File: src/rtl/bus_timer_pkg.sv
// Shared definitions for the bus_timer register map, CTRL layout and FSM.
// The optional prescaler (CTRL[15:8]) is built only when BUS_TIMER_PRESCALE_EN is defined.
package bus_timer_pkg;

  localparam logic [1:0] ADDR_CTRL   = 2'd0;
  localparam logic [1:0] ADDR_PRESET = 2'd1;
  localparam logic [1:0] ADDR_COUNT  = 2'd2;

  localparam int CTRL_EN       = 0;
  localparam int CTRL_MODE_LSB = 1;
  localparam int CTRL_MODE_MSB = 2;
  localparam int CTRL_IM       = 3;
  localparam int CTRL_PSC_LSB  = 8;
  localparam int CTRL_PSC_MSB  = 15;

  localparam logic [1:0] MODE_ONESHOT = 2'b00;
  localparam logic [1:0] MODE_RELOAD  = 2'b01;

  typedef enum logic [1:0] {
    ST_IDLE = 2'd0,
    ST_LOAD = 2'd1,
    ST_CNT  = 2'd2,
    ST_INT  = 2'd3
  } state_t;

  // Byte-lane merge: lanes with be[i]=1 take the new write data.
  function automatic logic [31:0] be_merge(input logic [31:0] cur,
                                           input logic [31:0] wd,
                                           input logic [3:0]  be);
    logic [31:0] res;
    res = cur;
    for (int i = 0; i < 4; i++) begin
      if (be[i]) res[8*i +: 8] = wd[8*i +: 8];
      else       res[8*i +: 8] = cur[8*i +: 8];
    end
    return res;
  endfunction

endpackage

File: src/rtl/bus_timer_prescaler.sv
// Tick generator for the counting phase: one tick every psc+1 cycles.
// Instantiated by bus_timer only when BUS_TIMER_PRESCALE_EN is defined.
module timer_prescaler (
  input  logic       clk,
  input  logic       reset,
  input  logic       clr,
  input  logic       run,
  input  logic [7:0] psc,
  output logic       tick
);

  logic [7:0] pcnt_r;

  assign tick = (pcnt_r == psc);

  // Divider counter: restarts on timer load, advances only while counting.
  always_ff @(posedge clk or negedge reset) begin
    if (!reset) begin
      pcnt_r <= 8'd0;
    end else if (clr) begin
      pcnt_r <= 8'd0;
    end else if (run) begin
      pcnt_r <= tick ? 8'd0 : pcnt_r + 8'd1;
    end
  end

endmodule

File: src/rtl/bus_timer.sv
// Memory-mapped countdown timer with one-shot / auto-reload modes and a level irq.
// Define BUS_TIMER_PRESCALE_EN to add the CTRL[15:8] PSC prescaler field.
module bus_timer
  import bus_timer_pkg::*;
#(
  parameter int CNT_W = 32
) (
  input  logic        clk,
  input  logic        reset,
  input  logic [1:0]  addr,
  input  logic        we,
  input  logic [3:0]  be,
  input  logic [31:0] wdata,
  output logic [31:0] rdata,
  output logic        irq
);

`ifdef BUS_TIMER_PRESCALE_EN
  localparam logic [15:0] CTRL_WMASK = 16'hFF0F;
`else
  localparam logic [15:0] CTRL_WMASK = 16'h000F;
`endif

  state_t           state_r;
  logic [15:0]      ctrl_r;
  logic [CNT_W-1:0] preset_r;
  logic [CNT_W-1:0] count_r;
  logic             irq_pend_r;

  logic [31:0] preset_ext_s;
  logic [31:0] count_ext_s;
  logic [31:0] preset_merge_s;
  logic [15:0] ctrl_wr_s;
  logic        wr_ctrl_s;
  logic        wr_preset_s;
  logic        en_next_s;
  logic        force_load_s;
  logic        oneshot_s;
  logic        tick_s;

  // Zero-extend the CNT_W-wide registers onto the 32-bit bus.
  always_comb begin
    preset_ext_s = 32'd0;
    count_ext_s  = 32'd0;
    preset_ext_s[CNT_W-1:0] = preset_r;
    count_ext_s[CNT_W-1:0]  = count_r;
  end

  assign wr_ctrl_s      = we && (addr == ADDR_CTRL);
  assign wr_preset_s    = we && (addr == ADDR_PRESET);
  assign preset_merge_s = be_merge(preset_ext_s, wdata, be);
  assign ctrl_wr_s      = {be[1] ? wdata[15:8] : ctrl_r[15:8],
                           be[0] ? wdata[7:0]  : ctrl_r[7:0]} & CTRL_WMASK;

  // CNT looks at the EN value landing on this edge so a CPU disable beats expiry.
  assign en_next_s    = wr_ctrl_s ? ctrl_wr_s[CTRL_EN] : ctrl_r[CTRL_EN];
  assign force_load_s = wr_preset_s && ctrl_r[CTRL_EN];
  assign oneshot_s    = (ctrl_r[CTRL_MODE_MSB:CTRL_MODE_LSB] == MODE_RELOAD) ? 1'b0 : 1'b1;

`ifdef BUS_TIMER_PRESCALE_EN
  timer_prescaler u_prescaler (
    .clk   (clk),
    .reset (reset),
    .clr   (state_r == ST_LOAD),
    .run   (state_r == ST_CNT),
    .psc   (ctrl_r[CTRL_PSC_MSB:CTRL_PSC_LSB]),
    .tick  (tick_s)
  );
`else
  assign tick_s = 1'b1;
`endif

  // Register file and timer FSM.
  always_ff @(posedge clk or negedge reset) begin
    if (!reset) begin
      state_r    <= ST_IDLE;
      ctrl_r     <= 16'd0;
      preset_r   <= {CNT_W{1'b0}};
      count_r    <= {CNT_W{1'b0}};
      irq_pend_r <= 1'b0;
    end else begin
      if (wr_ctrl_s) begin
        ctrl_r <= ctrl_wr_s;
      end else if ((state_r == ST_INT) && oneshot_s && !force_load_s) begin
        ctrl_r[CTRL_EN] <= 1'b0;
      end
      if (wr_preset_s) begin
        preset_r <= preset_merge_s[CNT_W-1:0];
      end
      if (force_load_s) begin
        state_r <= ST_LOAD;
      end else begin
        case (state_r)
          ST_IDLE: state_r <= ctrl_r[CTRL_EN] ? ST_LOAD : ST_IDLE;
          ST_LOAD: begin
            count_r    <= preset_r;
            irq_pend_r <= 1'b0;
            state_r    <= ST_CNT;
          end
          ST_CNT: begin
            if (!en_next_s) begin
              state_r <= ST_IDLE;
            end else if (tick_s) begin
              if (count_r > CNT_W'(1)) begin
                count_r <= count_r - CNT_W'(1);
              end else begin
                count_r    <= {CNT_W{1'b0}};
                irq_pend_r <= 1'b1;
                state_r    <= ST_INT;
              end
            end
          end
          ST_INT:  state_r <= oneshot_s ? ST_IDLE : ST_LOAD;
          default: state_r <= ST_IDLE;
        endcase
      end
      if (wr_ctrl_s) begin
        irq_pend_r <= 1'b0;
      end
    end
  end

  // Combinational read mux.
  always_comb begin
    case (addr)
      ADDR_CTRL:   rdata = {16'd0, ctrl_r};
      ADDR_PRESET: rdata = preset_ext_s;
      ADDR_COUNT:  rdata = count_ext_s;
      default:     rdata = 32'd0;
    endcase
  end

  assign irq = irq_pend_r & ctrl_r[CTRL_IM];

endmodule

File: config.mk
export PLATFORM = sky130hd
export DESIGN_NAME = bus_timer
export DESIGN_NICKNAME = d
export VERILOG_FILES = /design/src/rtl/bus_timer_pkg.sv /design/src/rtl/bus_timer_prescaler.sv /design/src/rtl/bus_timer.sv
export SDC_FILE = /design/constraint.sdc
export NUM_CORES = 1
export LEC_CHECK = 0
export ABC_AREA = 1
export CELL_PAD_IN_SITES_DETAIL_PLACEMENT = 0
export CELL_PAD_IN_SITES_GLOBAL_PLACEMENT = 1
export CORE_UTILIZATION = 39
export CTS_CLUSTER_SIZE = 25
export DETAILED_ROUTE_END_ITERATION = 16
export PLACE_DENSITY_LB_ADDON = 0.05
export SYNTH_ARGS = -nofsm -noshare
export SYNTH_HDL_FRONTEND = slang
export SYNTH_SLANG_ARGS = --single-unit
File: constraint.sdc
create_clock -name clk -period 2.6 [get_ports clk]
set_clock_uncertainty 0.15 [all_clocks]
set_input_delay 0.26 -clock clk [delete_from_list [all_inputs] [get_ports clk]]
set_output_delay 0.26 -clock clk [all_outputs]
set_load 0.01 [all_outputs]
==> impl_metrics.ini <==
[critical_path]
critPathMaxFanout = 17
start_kind = input port
crit_required_ps = 2190
r2r_setup_slack_ps = 410
worst-path-buf-inv = 5
cp.arrival_ps = 2020
cp_top_family = buffers and inverters
cpMaxStageDelayCell = clkdlybuf4s50_1
r2r_end = count_ext_s[21]
r2r_start = count_ext_s[0]
cp_cell_sequence = clkdlybuf4s50_1 > inv_2 > nand2_2 > inv_1 > buf_4 > nand2_1 > o21ai_0 > clkdlybuf4s50_1
rr_worst_depth = 11
crit_type = in2out
cp_slowest_stage_delay_ps = 560
crit_top_cell = clkdlybuf4s50_1
end_kind = output port

[timing]
fmax_mhz = 411.9
relSlewSlack = 0.5684
slew_violations = 0
worst_pin_slew_ps = 647.4
setup_tns_ps = 0
setup_viol = 0
timing.final.crit_share = 0.9337
period_minus_slack_ps = 2428
hold_viol_final = 0
rsz0062_at_grt = no

[flow_run]
drv_cap = 0

[synth]
syn-num-nets = 674
synth_edf_count = 0
ys_types = 31
yosysWarningCount = 0
synth_flop_cell = dfrtp_1
synthArstFlopShare = 1.000
syn_area_per_cell_um2 = 7.166
ys_ff_latch = 71
synth_area_mm2 = 0.004493
synth-seq-area-share = 0.3954
netlist_instances = 627

[routing]
drc = 0
post_drt_wl_per_cell_um = 15.19
post_drt_via_cell_ratio = 5.068
vias = 4298
wl_um = 12880
first_pass_iters = 8
drtIter0Drc = 233
ant_nets = 0

[placed_design]
port_buffers = 73
dp_cells = 832
dp_hpwl_um = 9703
place_congestion = 0.8754

[floorplanning]
io_pins = 74
rows = 38
dieArea_mm2 = 0.01195
die_w_um = 109.3
start_util = 0.4073
coreArea_mm2 = 0.01103
die_y_um = 109.3

[pwr]
p_total_mw = 5.774
power.density_mw_per_mm2 = 1016
p_leak_nw = 2.518
ir_worst_vdd_mv = 0.5744

[grt]
globalRoute.totalOverflow = 0
grt_max_degree = 34
grt_pass1_wl_um = 21130
grt_usage = 0.2356
antenna_found_initial = 0
grt_pass1_vias = 4061

[outcome]
status = complete, no violations

[clocking]
cts.sinks = 71
clock_latency_ps = 340
cts_setup_buffers = 0
path_clk_slew_ps = 60
numCtsBuffers = 9
cts_max_level = 3
tritoncts = done
root_buffer = clkbuf_16
clockBufferDepth = 2

[layout]
final_cells = 848
final_cell_mix = nand2_1, nor2_1, clkdlybuf4s50_1
drive_above_1_share = 0.09605
n_antenna_cell = 0
nNetsFinal = 751
final_common_cell = nand2_1
area.growth.synth_to_final_pct = 26.48

[min_path]
hp-class = in2async
where the power goes:
part / internal [mW] / total (mW) / leakage [nW] / switching [mW]
combinational: 1.04 / 2.67 / 1.56 / 1.62
clock: 0.720 / 1.18 / 0.136 / 0.458
sequential: 1.52 / 1.93 / 0.826 / 0.409
total: 3.28 / 5.77 / 2.52 / 2.49
worst register-to-register path, delay by kind of cell (launching register included):
family | cells | cell delay, ps
fa+ha+maj | 1 | 290
flops | 1 | 390
buf+inv | 2 | 180
compound gates | 1 | 120
simple gates | 7 | 960
synthesized netlist by cell type, types with 2 or more instances:
library cell | number | share of area
buf_6 | 3 | 0.0075
a21oi_1 | 66 | 0.074
dfrtp_1 | 71 | 0.40
o221ai_1 | 3 | 0.0058
buf_2 | 4 | 0.0045
nand2_1 | 138 | 0.12
nor2_2 | 6 | 0.0084
o21ai_1 | 2 | 0.0022
ha_1 | 6 | 0.017
nand4_1 | 4 | 0.0056
inv_1 | 71 | 0.059
nor2_4 | 2 | 0.0050
nor2_1 | 101 | 0.084
mux2_2 | 19 | 0.048
xor2_1 | 13 | 0.025
o22ai_1 | 9 | 0.013
nand2_2 | 6 | 0.0084
buf_4 | 3 | 0.0050
o21ai_0 | 44 | 0.049
nand3_1 | 26 | 0.029
nor3_1 | 6 | 0.0067
clkbuf_1 | 10 | 0.0084
inv_2 | 4 | 0.0033
nand2_4 | 3 | 0.0075
how the worst max path moves through the flow:
stage | startpoint | to | slack (ps) | cells after the start
floorplan | count_ext_s[0] | count_ext_s[26] | 800 | 10
global placement | addr[1] | rdata[22] | 210 | 8
detailed placement | addr[1] | rdata[30] | 180 | 8
CTS | addr[1] | rdata[30] | 180 | 8
global route | addr[1] | rdata[14] | 20 | 8
finish | addr[1] | rdata[30] | 170 | 8
per-stage QoR:
| stage | hold slack [ps] | cell area (um^2) | util | worst slack (ps) |
|---|---|---|---|---|
| 2_1_floorplan | -185.6 | 4493 | - | 799.8 |
| 3_3_place_gp | 158.0 | 5395 | 0.4891 | 213.9 |
| 3_5_place_dp | 170.1 | 5395 | 0.4891 | 178.3 |
| 4_1_cts | 333.2 | 5683 | 0.5152 | 179.2 |
| 5_1_grt | 343.8 | 5683 | 0.5152 | 21.69 |
| 6_report | 327.0 | 5683 | 0.5152 | 172.3 |
sequential cells by signal (all words and copies together), names as in the netlist:
signal / flops
irq_pend_r: 1
preset_ext_s: 32
count_ext_s: 32
ctrl_r: 4
state_r: 2
what timing repair did:
item,in CTS,in global routing
hold buffers,1,0
gates resized for setup,0,0
endpoints found under the hold margin,25,0
metal layers:
metal / part of all wire / track usage / vias to the layer above
li1: - / - / 2170
met1: 0.52 / 0.3372 / 2020
met2: 0.43 / 0.3607 / 97
met3: 0.039 / 0.03557 / 11
met4: 0.014 / 0.08286 / 0
met5: 0 / 0 / -
final cells by class:
cell class                 count  area (um^2)
multi-input combinational    461         2321
sequential                    71         1777
timing repair buffer          86        850.8
clock buffer                  15        277.8
fill                        1111         5348
inverter                      75        281.5
tap                          140        175.2
logic make-up after synthesis:
| group | synth area share |
|---|---|
| fa+ha+maj | 0.01671 |
| simple gates | 0.2732 |
| mux | 0.04762 |
| flops | 0.3954 |
| xor+xnor | 0.02534 |
| compound gates | 0.1537 |
| buf+inv | 0.08800 |
No activity file was read; power rests on OpenSTA's default activity.
